--- src/rtl/counter_sweep_ctrl.sv ---
// Sweeps an external up/down counter between lo and hi in ramp-up, ramp-down or triangle mode.
// Latency: start is accepted at the first edge, then one LOAD cycle; outputs decode combinationally from state and count.
// Backpressure: none. start is ignored while busy, and stop aborts to IDLE at the next edge.
module counter_sweep_ctrl #(
  parameter int WIDTH = 8
) (
  input  logic             clk,
  input  logic             rst,
  input  logic             start,
  input  logic             stop,
  input  logic [1:0]       mode,
  input  logic [WIDTH-1:0] lo,
  input  logic [WIDTH-1:0] hi,
  input  logic [7:0]       n_sweeps,
  input  logic [WIDTH-1:0] count,
  output logic             cnt_en,
  output logic             up_down,
  output logic             cnt_load,
  output logic [WIDTH-1:0] load_val,
  output logic             busy,
  output logic             done,
  output logic             err
);

  localparam logic [2:0] S_IDLE = 3'd0;
  localparam logic [2:0] S_LOAD = 3'd1;
  localparam logic [2:0] S_UP   = 3'd2;
  localparam logic [2:0] S_DN   = 3'd3;
  localparam logic [2:0] S_DONE = 3'd4;

  localparam logic [1:0] M_UP  = 2'b00;
  localparam logic [1:0] M_DN  = 2'b01;
  localparam logic [1:0] M_TRI = 2'b10;

  logic [2:0]       state;
  logic [1:0]       mode_r;
  logic [WIDTH-1:0] lo_r;
  logic [WIDTH-1:0] hi_r;
  logic [7:0]       nsw_r;
  logic [7:0]       sweep_cnt;

  logic       up_end;
  logic       dn_end;
  logic [7:0] sweep_inc;
  logic       last_sweep;
  logic [2:0] after_sweep;

  assign up_end = (state == S_UP) && (count == hi_r);
  assign dn_end = (state == S_DN) && (count == lo_r);

  // Saturating, so an endless run (nsw_r == 0) never wraps back through a small value.
  assign sweep_inc   = (sweep_cnt == 8'hFF) ? 8'hFF : sweep_cnt + 8'd1;
  assign last_sweep  = (nsw_r != 8'd0) && (sweep_inc == nsw_r);
  assign after_sweep = last_sweep ? S_DONE : ((mode_r == M_TRI) ? S_UP : S_LOAD);

  always_ff @(posedge clk or negedge rst) begin
    if (!rst) begin
      state     <= S_IDLE;
      mode_r    <= '0;
      lo_r      <= '0;
      hi_r      <= '0;
      nsw_r     <= '0;
      sweep_cnt <= '0;
      err       <= 1'b0;
    end else begin
      err <= 1'b0;
      if (stop && (state != S_IDLE)) begin
        state <= S_IDLE;
      end else begin
        case (state)
          S_IDLE: begin
            if (start) begin
              if ((mode == 2'b11) || (lo >= hi)) begin
                err <= 1'b1;
              end else begin
                mode_r    <= mode;
                lo_r      <= lo;
                hi_r      <= hi;
                nsw_r     <= n_sweeps;
                sweep_cnt <= '0;
                state     <= S_LOAD;
              end
            end
          end
          S_LOAD: state <= (mode_r == M_DN) ? S_DN : S_UP;
          S_UP: begin
            if (up_end) begin
              if (mode_r == M_TRI) begin
                state <= S_DN;
              end else begin
                sweep_cnt <= sweep_inc;
                state     <= after_sweep;
              end
            end
          end
          S_DN: begin
            if (dn_end) begin
              sweep_cnt <= sweep_inc;
              state     <= after_sweep;
            end
          end
          S_DONE:  state <= S_IDLE;
          default: state <= S_IDLE;
        endcase
      end
    end
  end

  always_comb begin
    busy     = (state != S_IDLE);
    done     = (state == S_DONE);
    cnt_load = (state == S_LOAD);
    up_down  = (state != S_DN);
    cnt_en   = ((state == S_UP) && (count != hi_r)) || ((state == S_DN) && (count != lo_r));
    load_val = '0;
    if (cnt_load) begin
      load_val = (mode_r == M_DN) ? hi_r : lo_r;
    end
  end

endmodule

--- config.mk ---
export PLATFORM = sky130hd
export DESIGN_NAME = counter_sweep_ctrl
export DESIGN_NICKNAME = d
export VERILOG_FILES = /design/src/rtl/counter_sweep_ctrl.sv
export SDC_FILE = /design/constraint.sdc
export NUM_CORES = 1
export LEC_CHECK = 0
export BUFFER_PORTS_ARGS = -buffer_cell sky130_fd_sc_hd__buf_2
export CAP_MARGIN = 20
export CORE_ASPECT_RATIO = 1.25
export CORE_MARGIN = 2
export CORE_UTILIZATION = 45
export DETAILED_ROUTE_END_ITERATION = 8
export PLACE_DENSITY = 0.67
export SLEW_MARGIN = 15
export SYNTH_ARGS = -nofsm -noshare
export SYNTH_HDL_FRONTEND = slang
export SYNTH_SLANG_ARGS = --single-unit
--- constraint.sdc ---
create_clock -name clk -period 2.5 [get_ports clk]
set_clock_uncertainty 0.15 [all_clocks]
set_input_delay 0 -clock clk [delete_from_list [all_inputs] [get_ports clk]]
set_output_delay 0 -clock clk [all_outputs]
set_load 0.005 [all_outputs]
==> run_results.csv <==
group,metric,value,unit
min_path,hold_class,"input pin to async pin",
setup_path,arrival,2.43,ns
setup_path,start_kind,"register",
pwr,cellPowerDensity,903.9,nW/um^2
finish,nFillCells,518,
pwr,power,3.070,mW
clock_network,tritoncts.num_buffers,5,
clock_network,cts_tree,"built",
pwr,p_comb_share,48.9,%
drt,drt_first_iter_violations,76,
yosys,syn-instance-count,290,
yosys,synth_cell_types,60,
sta,worst_pin_slew,0.8821,ns
run_status,status,"completed",
yosys,yosys-top-cells-area,"dfrtp_1 36%, mux2_2 8.5%, nand2_1 4.7%, xor2_1 4.3%, ha_1 4.3%",
drt,vias,2475,
pwr,p_int,1.795,mW
setup_path,crit_type,"register to register",
finish,drive_gt1_share,27.39,%
floorplan,io_pins,52,
global_routing,grt_pass1_vias,2465,
drt,firstDrtPassIters,4,
drt,vias_per_cell,5.600,
clock_network,clock_latency,0.29,ns
sta,slew_headroom,41.20,%
setup_path,cp-end-kind,"register",
clock_network,h-tree-depth,2,
pwr,switching_power,1.274,mW
placement,place_congestion,0.9095,
drt,ant_nets,0,
floorplan,initial_core_util,46.01,%
sta,period_share,94.28,%
floorplan,die_y,89.66,um
clock_network,clk_path_buf_depth,2,
yosys,avgSynthCellArea,9.108,um^2
placement,dpl.cell_count,405,
pwr,swShare,41.51,%
clock_network,path_clk_slew,0.08,ns
yosys,synthArstFlopShare,100.0,%
floorplan,fp.dieArea,6502,um^2
yosys,yosysTopAreaCell,"dfrtp_1",
sta,setup_viol,0,
floorplan,die_w,72.53,um
pwr,vdd_drop_max,461.5,uV
clock_network,root_buffer,"clkbuf_8",
yosys,synth_area,2641,um^2
sta,fin_crit,2.357,ns
global_routing,grt_max_degree,39,
finish,instances_no_fill,442,
global_routing,gr-total-overflow,0,
sta,setup_tns,0,ns
pwr,p_leak,1.519,nW
setup_path,cpPeakStageDelay,0.44,ns
global_routing,grt_use_total,21.97,%
yosys,ys_seq_elements,38,
finish,syn_to_final_growth,28.56,%
floorplan,core_area,5741,um^2
global_routing,antenna_found_initial,0,
drt,post-route-drc-count,0,
yosys,seq_area_frac_synth,36.00,%
floorplan,rows,31,
yosys,synth_nets,337,
setup_path,cp_top_family,"simple AND/OR/NAND/NOR gates",
placement,hpwl,4973,um
pwr,seq_power_share,37.9,%
finish,nNetsFinal,423,
drt,wl_per_cell,15.40,um
pwr,pwr-share-clk,13.2,%
setup_path,crit_chain,"ha_2 > and4_1 > buf_4 > and4_1 > o21ai_0 > o21ai_0 > nor4_2 > and4b_1",
global_routing,grt_pass1_wl,11230,um
yosys,synthFlopType,"dfrtp_1",
yosys,synth_edf_count,0,
yosys,synth_commonest_cells,"38 x dfrtp_1, 33 x nand2_1, 20 x inv_1, 20 x mux2_2, 19 x o21ai_0",
finish,postLayoutCoreUtil,59.15,%
placement,io_buffers,51,
yosys,synth_top_area_share,36.00,%
sta,final_max_slew_viol_count,0,
drt,postRouteWirelength,6807,um
sta,max_freq,0.4243,GHz
yosys,yosysWarningCount,0,
setup_path,cpMaxStageDelayCell,"dfrtp_1",
sta,holdWs,0.2195,ns
yosys,yosysMostFrequentCell,"dfrtp_1",
sta,finalHoldViolCount,0,
finish,antennaDiodeCount,0,
setup_path,path_buf_inv,1,
setup_path,critPathRequiredTime,2.58,ns
clock_network,cts_num_sinks,38,
flow_run,cap_viol_max_count,0,
setup_path,worstPathMaxFanout,6,
==> logic make-up (layout without fill, tap and decap cells) <==
group                      after synthesis  after routing  synth area share, %
AOI/OAI and AO/OA                       63             63                15.87
adders and majority gates                9              9                4.263
and+or+nand+nor                        103            103                22.12
xor gates and xnor gates                21             21                6.964
DFF                                     38             38                36.00
muxes                                   23             23                9.664
buffers and inverters                   33            119                5.116
==> state kept, by name, indices dropped and copies added, names as in the netlist <==
name and flops:
hi_r 8, lo_r 8, nsw_r 8, sweep_cnt 8, state 3, mode_r 2
err 1
==> power groups by stage <==
| stage | sequential (mW) | clock [mW] | combinational (mW) |
|---|---|---|---|
| after floorplan | 1.08 | 0 | 1.06 |
| after global placement | 1.16 | 0 | 1.42 |
| after detailed placement | 1.17 | 0 | 1.45 |
| after CTS | 1.16 | 0.418 | 1.49 |
| after global routing | 1.20 | 0.440 | 1.67 |
| final | 1.16 | 0.404 | 1.50 |
==> path summary, 6_finish.rpt <==
| path | from | to | slack [ns] | cells past startpoint |
|---|---|---|---|---|
| min in group clk | count[5] | state[0] | 0.23 | 5 |
| min | rst | sweep_cnt[2] | 0.22 | 2 |
| max in group asynchronous | rst | state[1] | 1.43 | 2 |
| max reg2reg | sweep_cnt[1] | state[2] | 0.14 | 8 |
| min reg2reg | hi_r[5] | hi_r[5] | 0.38 | 2 |
| max | sweep_cnt[1] | state[2] | 0.14 | 8 |
==> area by class of cell <==
cell class	count	area (um^2)	share of cell area, %
Clock buffer	5	68.82	2.027
Clock inverter	2	10.01	0.2948
Inverter	20	75.07	2.211
Multi-Input combinational cell	219	1570	46.24
Sequential cell	38	950.9	28.00
Tap cell	66	82.58	2.432
Timing Repair Buffer	92	638.1	18.79
==> metrics by stage <==
| step | area, um^2 | worst slack [ns] |
|---|---|---|
| final | 3396 | 0.1431 |
| after floorplan | 2641 | 0.2802 |
| after CTS | 3381 | 0.03229 |
| after global routing | 3396 | -0.003694 |
| after global placement | 3002 | 0.1882 |
| after detailed placement | 3002 | 0.05790 |
==> routing by layer <==
metal	wire, um	global-route usage (%)
met1	2787	26.06
met2	3692	40.74
met3	232	3.237
met4	95	6.902
met5	0	0
==> what timing repair did <==
item                       in CTS  in global routing
hold endpoints to repair       66                  0
hold buffers                   30                  0
setup buffers                   0                  0
gates resized for setup         0                  4
setup endpoints to repair       0                  3
==> cell usage in the layout (no fill, tap or decap), types with 3 or more instances in the layout <==
| master | instances |
|---|---|
| buf_2 | 51 |
| nor4_2 | 3 |
| nor2_1 | 15 |
| nand2b_1 | 5 |
| a211oi_1 | 3 |
| dlygate4sd3_1 | 30 |
| mux2i_1 | 3 |
| nor3_1 | 6 |
| nand3_1 | 5 |
| a21oi_1 | 14 |
| ha_1 | 8 |
| xor2_1 | 13 |
| dfrtp_1 | 38 |
| o21ai_0 | 19 |
| a32oi_1 | 3 |
| clkbuf_8 | 5 |
| nand4_1 | 5 |
| xnor2_1 | 8 |
| mux2_2 | 20 |
| nor2b_1 | 3 |
| buf_4 | 11 |
| inv_1 | 20 |
| nand2_1 | 33 |
| nor4_1 | 3 |
No activity file was read; power rests on OpenSTA's default activity.
